**config.mk**
```make
export PLATFORM = sky130hd
export DESIGN_NAME = xf_load_decoder_flat
export DESIGN_NICKNAME = d
export VERILOG_FILES = /design/src/rtl/xf_load_decoder_if.sv /design/src/rtl/xf_load_decoder.sv /design/src/flat_wrapper.sv
export SDC_FILE = /design/constraint.sdc
export NUM_CORES = 1
export LEC_CHECK = 0
export BUFFER_PORTS_ARGS = -buffer_cell sky130_fd_sc_hd__buf_2
export CAP_MARGIN = 25
export CORE_ASPECT_RATIO = 0.6
export CORE_MARGIN = 2
export CORE_UTILIZATION = 40
export DETAILED_ROUTE_END_ITERATION = 10
export MAX_ROUTING_LAYER = met4
export REMOVE_ABC_BUFFERS = 1
export SLEW_MARGIN = 0
export SYNTH_ARGS = -nofsm -noshare
export SYNTH_HDL_FRONTEND = slang
export SYNTH_SLANG_ARGS = --single-unit
```
**constraint.sdc**
```tcl
create_clock -name clk -period 2.2 [get_ports clk]
set_clock_uncertainty 0.2 [all_clocks]
set_input_delay 0.44 -clock clk [delete_from_list [all_inputs] [get_ports clk]]
set_output_delay 0.44 -clock clk [all_outputs]
set_load 0.02 [all_outputs]
```
**src/rtl/xf_load_decoder_if.sv**
```systemverilog
// Word-port and XF write-bus signals between the CP parser, the Load XF decoder
// and the Transform Unit.
interface xf_load_decoder_if;
  localparam int unsigned WORD_W  = 32;
  localparam int unsigned XADDR_W = 12;

  logic               loadStart;
  logic [WORD_W-1:0]  wordData;
  logic               wordValid;
  logic               wordReady;
  logic [XADDR_W-1:0] CPAddr;
  logic [WORD_W-1:0]  CPWriteData;
  logic               CPWriteMatrix;
  logic               CPWriteReg;

  // Upstream parser and XF sink side
  modport master (
    output loadStart, wordData, wordValid,
    input  wordReady, CPAddr, CPWriteData, CPWriteMatrix, CPWriteReg
  );

  // Decoder side
  modport slave (
    input  loadStart, wordData, wordValid,
    output wordReady, CPAddr, CPWriteData, CPWriteMatrix, CPWriteReg
  );
endinterface

```
**src/rtl/xf_load_decoder.sv**
```systemverilog
// Decodes CP "Load XF" header + data words into single-word XF matrix/register writes.
// Optional macro XF_LOAD_STATS_EN adds statWords/statTransfers counters.
module xf_load_decoder #(
  parameter logic [15:0] REG_BASE  = 16'h1000,
  parameter logic [15:0] REG_COUNT = 16'h0058
) (
  input  logic              clk,
  input  logic              reset,
  xf_load_decoder_if.slave  bus,
  output logic              busy,
  output logic              loadDone,
  output logic [1:0]        errFlags
`ifdef XF_LOAD_STATS_EN
  ,
  output logic [31:0]       statWords,
  output logic [15:0]       statTransfers
`endif
);

  localparam int unsigned ADDR_W  = 16;
  localparam int unsigned XADDR_W = 12;
  localparam int unsigned WORD_W  = 32;
  localparam int unsigned CNT_W   = 5;
  localparam int unsigned LEN_LSB = 16;
  localparam int unsigned LEN_W   = 4;
  localparam logic [ADDR_W:0] REG_END = (ADDR_W+1)'(REG_BASE) + (ADDR_W+1)'(REG_COUNT);

  typedef enum logic [1:0] {S_IDLE, S_HEADER, S_DATA} state_t;

  state_t              r_state;
  logic [ADDR_W-1:0]   r_addr;
  logic [CNT_W-1:0]    r_remain;
  logic [XADDR_W-1:0]  r_cp_addr;
  logic [WORD_W-1:0]   r_cp_data;
  logic                r_wr_mtx;
  logic                r_wr_reg;
  logic                r_busy;
  logic                r_done;
  logic [1:0]          r_err;

  logic                w_ready;
  logic                w_accept;
  logic                w_data_acc;
  logic                w_last;
  logic                w_is_mtx;
  logic                w_is_reg;

  assign w_ready    = (r_state != S_IDLE);
  assign w_accept   = bus.wordValid & w_ready;
  assign w_data_acc = w_accept && (r_state == S_DATA);
  assign w_last     = (r_remain == CNT_W'(1));
  // Classification always looks at the full 16-bit address of the word in flight
  assign w_is_mtx   = (r_addr < REG_BASE);
  assign w_is_reg   = !w_is_mtx && ((ADDR_W+1)'(r_addr) < REG_END);

  always_ff @(posedge clk) begin
    if (reset) begin
      r_state   <= S_IDLE;
      r_addr    <= '0;
      r_remain  <= '0;
      r_cp_addr <= '0;
      r_cp_data <= '0;
      r_wr_mtx  <= 1'b0;
      r_wr_reg  <= 1'b0;
      r_busy    <= 1'b0;
      r_done    <= 1'b0;
      r_err     <= '0;
    end else begin
      r_wr_mtx <= 1'b0;
      r_wr_reg <= 1'b0;
      r_done   <= 1'b0;
      r_busy   <= (r_state != S_IDLE);
      if (bus.loadStart && (r_state != S_IDLE)) r_err[1] <= 1'b1;
      case (r_state)
        S_IDLE: begin
          if (bus.loadStart) r_state <= S_HEADER;
        end
        S_HEADER: begin
          if (w_accept) begin
            r_addr   <= bus.wordData[ADDR_W-1:0];
            r_remain <= CNT_W'(bus.wordData[LEN_LSB +: LEN_W]) + CNT_W'(1);
            r_state  <= S_DATA;
          end
        end
        S_DATA: begin
          if (w_accept) begin
            r_addr   <= r_addr + ADDR_W'(1);
            r_remain <= r_remain - CNT_W'(1);
            if (w_is_mtx || w_is_reg) begin
              r_cp_addr <= r_addr[XADDR_W-1:0];
              r_cp_data <= bus.wordData;
              r_wr_mtx  <= w_is_mtx;
              r_wr_reg  <= w_is_reg;
            end else begin
              r_err[0] <= 1'b1;
            end
            if (w_last) begin
              r_state <= S_IDLE;
              r_done  <= 1'b1;
            end
          end
        end
        default: r_state <= S_IDLE;
      endcase
    end
  end

  assign bus.wordReady     = w_ready;
  assign bus.CPAddr        = r_cp_addr;
  assign bus.CPWriteData   = r_cp_data;
  assign bus.CPWriteMatrix = r_wr_mtx;
  assign bus.CPWriteReg    = r_wr_reg;
  assign busy              = r_busy;
  assign loadDone          = r_done;
  assign errFlags          = r_err;

`ifdef XF_LOAD_STATS_EN
  logic [31:0] r_stat_words;
  logic [15:0] r_stat_xfers;

  // Word count wraps; transfer count saturates
  always_ff @(posedge clk) begin
    if (reset) begin
      r_stat_words <= '0;
      r_stat_xfers <= '0;
    end else begin
      if (w_data_acc) r_stat_words <= r_stat_words + 32'd1;
      if (w_data_acc && w_last && (r_stat_xfers != 16'hFFFF))
        r_stat_xfers <= r_stat_xfers + 16'd1;
    end
  end

  assign statWords     = r_stat_words;
  assign statTransfers = r_stat_xfers;
`endif

endmodule

```
**src/flat_wrapper.sv**
```systemverilog
// flat-port wrapper written by rule: the top's interface ports become plain ports
module xf_load_decoder_flat 
#(
  parameter logic [15:0] REG_BASE  = 16'h1000,
  parameter logic [15:0] REG_COUNT = 16'h0058
)
  (clk, reset, busy, loadDone, errFlags, bus_loadStart, bus_wordData, bus_wordValid, bus_wordReady, bus_CPAddr, bus_CPWriteData, bus_CPWriteMatrix, bus_CPWriteReg);
  xf_load_decoder_if bus_i ();
  input  logic clk;
  input  logic reset;
  output logic busy;
  output logic loadDone;
  output logic [1:0] errFlags;
  input wire logic [$bits(bus_i.loadStart)-1:0] bus_loadStart;
  input wire logic [$bits(bus_i.wordData)-1:0] bus_wordData;
  input wire logic [$bits(bus_i.wordValid)-1:0] bus_wordValid;
  output wire logic [$bits(bus_i.wordReady)-1:0] bus_wordReady;
  output wire logic [$bits(bus_i.CPAddr)-1:0] bus_CPAddr;
  output wire logic [$bits(bus_i.CPWriteData)-1:0] bus_CPWriteData;
  output wire logic [$bits(bus_i.CPWriteMatrix)-1:0] bus_CPWriteMatrix;
  output wire logic [$bits(bus_i.CPWriteReg)-1:0] bus_CPWriteReg;
  assign bus_i.loadStart = bus_loadStart;
  assign bus_i.wordData = bus_wordData;
  assign bus_i.wordValid = bus_wordValid;
  assign bus_wordReady = bus_i.wordReady;
  assign bus_CPAddr = bus_i.CPAddr;
  assign bus_CPWriteData = bus_i.CPWriteData;
  assign bus_CPWriteMatrix = bus_i.CPWriteMatrix;
  assign bus_CPWriteReg = bus_i.CPWriteReg;
  xf_load_decoder #(.REG_BASE(REG_BASE), .REG_COUNT(REG_COUNT)) u_core (.clk(clk), .reset(reset), .bus(bus_i), .busy(busy), .loadDone(loadDone), .errFlags(errFlags));
endmodule
```
==> flow_summary_export.csv, run 1 <==
group,metric,value,unit
worst_setup_path,required,2.26,ns
yosys,synth_fa_ha_area_share,2.270,%
yosys,synth_most_common_cell,"nand3_1",
pwr,p_leak,2.113,nW
worst_setup_path,crit_start,"u_core.r_state[0]",
global_route,grt_overflow,0,
job,maxCapViolCount,0,
cells_and_area,num_antenna_cells,0,
cells_and_area,fin_area,5530,sq um
global_route,grt_pass1_wl,23090,microns
clock_network,root_buffer,"clkbuf_16",
cells_and_area,multi_input_area,2690,sq um
worst_hold_path,hold_depth,3,
yosys,syn_area_per_cell,7.990,sq um
routing,routedWlPerCell,19.07,microns
routing,ant_nets,0,
yosys,synth_async_sr_flop_share,0,%
clock_network,numCtsBuffers,9,
worst_setup_path,worst_setup_path_end_kind,"flop",
worst_setup_path,cp-start-kind,"flop",
global_route,grt_pass1_vias,4493,
yosys,synthCells,552,
yosys,ys_seq_area_share,33.13,%
yosys,synth_top_family_by_area,"simple AND/OR/NAND/NOR gates",
routing,drtPass1Iterations,5,
yosys,synth_mux_area_share,2.099,%
global_route,antenna_found_initial,0,
worst_setup_path,endpoint,"u_core.r_addr[15]",
routing,vias,4956,
yosys,synth_flop_cell,"dfxtp_1",
worst_setup_path,timing.rr.start,"u_core.r_state[0]",
placed_design,dpl_cell_area,5124,sq um
cells_and_area,register_area,1463,sq um
sta,fmax,478.4,MHz
clock_network,cts_tree,"built",
worst_setup_path,slowest_stage,"or4_1",
worst_setup_path,ff2ff_setup_slack,0.11,ns
routing,first_iter_violations,423,
yosys,yosysTopAreaCell,"dfxtp_1",
pwr,p_per_area,1241,nW/um^2
routing,drc_errors,0,
placed_design,dpl.hpwl,9094,microns
clock_network,clock_sinks,73,
sta,rsz0062_at_grt,"yes",
clock_network,ctsHoldBuffers,0,
clock_network,clk_path_buf_depth,2,
clock_network,ctsHtreeMaxLevel,3,
yosys,ys_ff_latch,73,
routing,viasPerCell,6.512,
placed_design,gp_congestion,0.8811,
worst_setup_path,cp_max_fo,36,
placed_design,io_buffers,86,
floorplanning,io_pins,87,
yosys,synth_simple_gate_area_share,28.40,%
sta,worst_pin_slew,0.5335,ns
sta,maxSlewViolCount,0,
floorplanning,fp.dieW,139.6,microns
routing,wirelength,14510,microns
worst_hold_path,hp-class,"in -> reg",
worst_setup_path,critical_path_arrival,2.15,ns
pwr,ir_worst_vdd,936.0,uV
floorplanning,fp-row-count,29,
run_status,status,"finished, final reports clean",
yosys,synth_cell_types,48,
floorplanning,die_h,85.34,microns
yosys,synthTopCellsByCount,"nand3_1 (86), dfxtp_1 (73), clkbuf_1 (53)",
floorplanning,dieArea,11910,sq um
sta,slew_headroom,64.43,%
worst_setup_path,r2r_cells,6,
sta,tns,0,ns
yosys,synth_xor_area_share,0.3972,%
cells_and_area,synthToLayoutAreaGrowth,25.39,%
floorplanning,core_area,10670,sq um
worst_setup_path,slowest_delay,0.42,ns
sta,period_needed,2.090,ns
cells_and_area,fill_cells,990,
yosys,synth_edf_count,0,
yosys,synth_compound_area_share,26.58,%
yosys,yosys_warnings,0,
worst_hold_path,hold_path_startpoint,"bus_loadStart",
sta,setup_violations,0,
cells_and_area,final_layout_size_suffix_gt1_share,24.76,%
worst_setup_path,crit_chain,"inv_1 -> ha_1 -> buf_4 -> nand4b_1 -> or4_1 -> a41oi_1",
global_route,grt_use_total,24.50,%
floorplanning,initial_core_util,41.34,%
yosys,synth_top_cells_by_area,"dfxtp_1 (33%), nand3_1 (9.8%), o2111ai_1 (8.7%), a32oi_1 (7.3%), nor3b_1 (6.0%)",
clock_network,clock_latency,0.34,ns
cells_and_area,nets,661,
global_route,grt_max_degree,60,
worst_setup_path,critPathKind,"reg -> reg",
worst_setup_path,worstReg2RegEnd,"u_core.r_addr[15]",
yosys,yosysTopAreaCellShare,33.13,%
sta,hold_viol_final,0,
clock_network,clkSlewWorstSetupHoldPaths,0.06,ns
yosys,syn_area,4410,sq um
sta,fin_crit_sh,95.01,%
how the worst min path moves through the flow:
stage / slack [ns] / to
after floorplan: 0.25 / u_core.r_remain[4]
after global placement: 0.23 / u_core.errFlags[0]
after detailed placement: 0.24 / u_core.errFlags[0]
after CTS: 0.15 / u_core.errFlags[1]
after global routing: 0.19 / u_core.errFlags[1]
final: 0.15 / u_core.errFlags[1]
state kept, by name, indices dropped and copies added (netlist names):
register	flops
u_core.r_state	2
u_core.r_remain	5
u_core.bus.CPAddr	12
u_core.bus.CPWriteMatrix	1
u_core.bus.CPWriteReg	1
u_core.busy	1
u_core.loadDone	1
u_core.errFlags	2
u_core.bus.CPWriteData	32
u_core.r_addr	16
critical path: cells and delay by family (launching register included):
kind	cells	cell delay, ns
buf+inv	2	0.47
compound gates	1	0.19
simple gates	2	0.57
flops	1	0.34
fa+ha+maj	1	0.23
power breakdown:
part / internal (mW) / switching, mW / total [mW]
clock: 1.03 / 0.613 / 1.64
sequential: 1.49 / 0.159 / 1.65
combinational: 1.09 / 2.48 / 3.57
total: 3.61 / 3.25 / 6.86
metrics by stage:
stage	power, mW	std cells	utilization, %	hold WS, ns	setup WS [ns]
floorplan	3.333	485	-	0.2516	-2.015
global placement	4.977	743	48.03	0.2286	0.1604
detailed placement	5.068	743	48.03	0.2367	0.03780
CTS	6.710	759	51.13	0.1461	0.02011
global route	7.248	761	51.84	0.1931	-0.02273
finish	6.862	761	51.84	0.1517	0.1097
area by class of cell:
type	count	share of cell area [%]
well taps	139	3.145
multi-input cells	397	48.64
flip-flops and latches	73	26.45
inverters	15	1.018
repair buffers	121	14.77
clock inverters	6	1.652
clock buffers	10	4.321
metal layers:
| layer | up-vias | GRT usage [%] | wire length [microns] |
|---|---|---|---|
| met5 | - | - | 0 |
| met4 | 0 | 6.545 | 204 |
| met3 | 23 | 5.474 | 1067 |
| met2 | 221 | 35.87 | 6376 |
| met1 | 2402 | 34.15 | 6862 |
| li1 | 2310 | - | - |
cells in the final DEF (no fill, tap or decap), types with 5 or more instances in the layout:
cell type,count
a21oi_1,13
a32oi_1,37
nor3b_2,5
nor4_1,8
clkbuf_16,10
nand2_1,26
nor3_1,13
dfxtp_1,72
nand3_1,85
buf_4,25
mux2i_1,7
o2111ai_1,44
inv_1,14
nor3b_1,30
a31oi_1,14
nand4_1,7
nor2b_1,6
nor2_1,16
buf_2,86
o21ai_0,19
ha_1,8
buf_12,8
timing repair:
item                                    in CTS  in global routing
gates resized for setup                      0                 10
setup buffers                                0                  1
endpoints found under the setup margin       0                 32
cell families (layout without fill, tap and decap cells):
logic type      Yosys count  after routing
mux                       9              9
simple gates            225            225
xor+xnor                  2              2
fa+ha+maj                 8              8
compound gates          153            153
buf+inv                  82            152
flops                    73             73
Power figures use the tool's default switching activity.
==> inputs of run 2 (changes only) <==
--- a/config.mk
+++ b/config.mk
@@ -9,9 +9,10 @@
 export CAP_MARGIN = 25
 export CORE_ASPECT_RATIO = 0.6
 export CORE_MARGIN = 2
-export CORE_UTILIZATION = 40
+export CORE_UTILIZATION = 56
 export DETAILED_ROUTE_END_ITERATION = 10
 export MAX_ROUTING_LAYER = met4
+export PLACE_DENSITY = 0.81
 export REMOVE_ABC_BUFFERS = 1
 export SLEW_MARGIN = 0
 export SYNTH_ARGS = -nofsm -noshare
==> constraint.sdc (replaced) <==
create_clock -name clk -period 2 [get_ports clk]
set_clock_uncertainty 0.2 [all_clocks]
set_input_delay 0.4 -clock clk [delete_from_list [all_inputs] [get_ports clk]]
set_output_delay 0.4 -clock clk [all_outputs]
set_load 0.02 [all_outputs]
==> run 2 against run 1 <==
  * The run now ends with negative setup slack left
  * Design area increased by 10%
  * Wire length increased by 12%
  * Total power increased by 16%
  * Global-route usage increased by 9.5 points
  * Combinational power increased by 23%
  * Worst setup slack got worse by 0.15 ns
  * Sequential cell count unchanged
  * Clock power increased by 3%
  * Critical endpoint is now u_core.r_addr[0]
  * Largest cell class unchanged
  * Largest power group unchanged
==> flow_summary_export.csv, run 2 (synthesis gave the netlist of run 1 again) <==
group,metric,value,unit
floorplanning,io_pins,87,
clock_network,clock_latency,0.34,ns
pwr,cell_internal_pwr,4.206,mW
placed_design,dpl.hpwl,9149,microns
pwr,clock_power_share,21.3,%
worst_setup_path,worst-path-buf-inv,2,
pwr,p_per_area,1300,nW/um^2
worst_setup_path,crit_chain,"inv_2 -> ha_2 -> or2_4 -> a21boi_4 -> buf_12 -> o21ai_0 -> a221oi_1",
sta,period_needed,2.045,ns
sta,maxSlewViolCount,0,
global_route,grt_use_total,34.00,%
worst_setup_path,cp-start-kind,"flop",
pwr,swShare,46.95,%
pwr,p_total,7.928,mW
run_status,violations,"negative setup slack",
sta,rsz0062_at_grt,"yes",
sta,hold_viol_final,0,
worst_setup_path,cp_max_fo,10,
floorplanning,fp-row-count,25,
worst_hold_path,holdPathEnd,"u_core.errFlags[1]",
global_route,grt_pass1_vias,4766,
cells_and_area,final_layout_size_suffix_gt1_share,34.72,%
worst_setup_path,worstReg2RegEnd,"u_core.r_addr[0]",
global_route,antenna_found_initial,0,
floorplanning,die_h,72.74,microns
routing,ant_nets,0,
worst_setup_path,crit_family,"compound AO/OA/AOI/OAI gates",
pwr,seqPwrFrac,23.1,%
worst_setup_path,slowest_stage,"dfxtp_4",
routing,first_iter_violations,750,
cells_and_area,layout_common_cells,"buf_2 (86), nand3_1 (85), dfxtp_1 (70), o2111ai_1 (44), buf_4 (42)",
worst_hold_path,hp-class,"in -> reg",
global_route,grt_pass1_wl,23080,microns
clock_network,clkSlewWorstSetupHoldPaths,0.06,ns
worst_setup_path,ff2ff_setup_slack,-0.05,ns
routing,vias,5449,
cells_and_area,mostFrequentLayoutCell,"buf_2",
cells_and_area,fill_cells,521,
floorplanning,initial_core_util,56.85,%
placed_design,io_buffers,86,
worst_setup_path,slowest_delay,0.38,ns
placed_design,gp_congestion,0.9788,
clock_network,clock_sinks,73,
worst_setup_path,critPathKind,"reg -> reg",
cells_and_area,largest_register_ffs,32,
floorplanning,fp.dieW,118.6,microns
worst_setup_path,required,2.04,ns
cells_and_area,nets,690,
worst_setup_path,timing.rr.start,"u_core.r_state[1]",
worst_hold_path,hold_path_startpoint,"bus_loadStart",
routing,viasPerCell,7.179,
floorplanning,dieArea,8625,sq um
sta,setup_ws,-0.04507,ns
worst_setup_path,worst_setup_path_end_kind,"flop",
sta,slew_headroom,71.25,%
sta,worst_pin_slew,0.4277,ns
job,maxCapViolCount,0,
global_route,grt_max_degree,56,
routing,routedWlPerCell,21.34,microns
floorplanning,core_area,7757,sq um
routing,wirelength,16200,microns
pwr,p_leak,2.381,nW
pwr,p_sw,3.722,mW
clock_network,clk_path_buf_depth,2,
routing,drtPass1Iterations,5,
pwr,ir_worst_vdd,885.4,uV
sta,fin_hold_ws,0.1546,ns
sta,setup_violations,5,
clock_network,root_buffer,"clkbuf_16",
cells_and_area,synthToLayoutAreaGrowth,38.21,%
worst_setup_path,r2r_cells,7,
routing,drc_errors,0,
cells_and_area,num_antenna_cells,0,
worst_hold_path,hold_depth,3,
clock_network,cts_tree,"built",
sta,fin_crit_sh,102.3,%
pwr,p_comb_share,55.5,%
run_status,status,"finished, violations left",
clock_network,ctsHtreeMaxLevel,3,
worst_setup_path,critical_path_arrival,2.08,ns
global_route,grt_overflow,0,
clock_network,numCtsBuffers,9,
sta,fmax,489.0,MHz
-- run 2: power groups by stage --
| stage | Combinational (mW) | Sequential, mW | Clock [mW] |
|---|---|---|---|
| after detailed placement | 3.81 | 1.82 | 0 |
| after CTS | 4.02 | 1.80 | 1.68 |
| after floorplan | 1.76 | 1.89 | 0 |
| final | 4.40 | 1.83 | 1.69 |
| after global placement | 3.73 | 1.81 | 0 |
| after global routing | 4.65 | 1.85 | 1.76 |
-- run 2: repair_timing --
| action | 4_1_cts | 5_1_grt |
|---|---|---|
| hold buffers | 0 | 0 |
| setup endpoints to repair | 52 | 66 |
| setup buffers | 0 | 4 |
| pin swaps | 3 | 9 |
| gates resized for setup | 12 | 70 |
| gates cloned | 1 | 7 |
-- run 2: worst max path at each step --
stage                                       to  cells after the start               start
after floorplan           u_core.bus.CPAddr[1]                      6   u_core.r_state[0]
after global placement       u_core.r_state[1]                      6  u_core.r_remain[1]
after detailed placement      u_core.r_addr[0]                      7   u_core.r_state[0]
after CTS                 u_core.bus.CPAddr[0]                      8   u_core.r_state[0]
after global routing      u_core.bus.CPAddr[6]                      6   u_core.r_addr[13]
final                         u_core.r_addr[0]                      7   u_core.r_state[1]
-- run 2: cell type report --
| type | count | area, sq um | share of cell area [%] |
|---|---|---|---|
| well taps | 108 | 135.1 | 2.217 |
| clock buffers | 14 | 274.0 | 4.495 |
| clock inverters | 2 | 35.03 | 0.5747 |
| multi-input cells | 397 | 2935 | 48.15 |
| inverters | 15 | 58.81 | 0.9647 |
| repair buffers | 150 | 1187 | 19.48 |
| flip-flops and latches | 73 | 1470 | 24.12 |
-- run 2: metrics by stage --
stage,cell area [sq um],cells,util (%),worst slack (ns),TNS [ns]
2_1_floorplan,4153,485,-,-2.215,-124.98
3_3_place_gp,5213,731,67.19,0.01500,0
3_5_place_dp,5213,731,67.19,-0.09677,-1.383
4_1_cts,5602,748,72.21,-0.06215,-0.6240
5_1_grt,6096,759,78.58,-0.1040,-1.515
6_report,6096,759,78.58,-0.04507,-0.1044
-- run 2: tightest hold or removal path, delay by kind of cell --
family                 cells  cell delay [ns]
and+or+nand+nor            1             0.09
AOI/OAI and AO/OA          1             0.07
buffers and inverters      1             0.10
-- run 2: layer usage --
layer  share of wire [%]  wire length [microns]  up-vias  GRT usage, %
li1                    -                      -     2365             -
met1                  41                   6566     2602         45.32
met2                  45                   7358      427         52.75
met3                  12                   1903       55         6.563
met4                 2.3                    368        0         10.71
met5                   0                      0        -             -
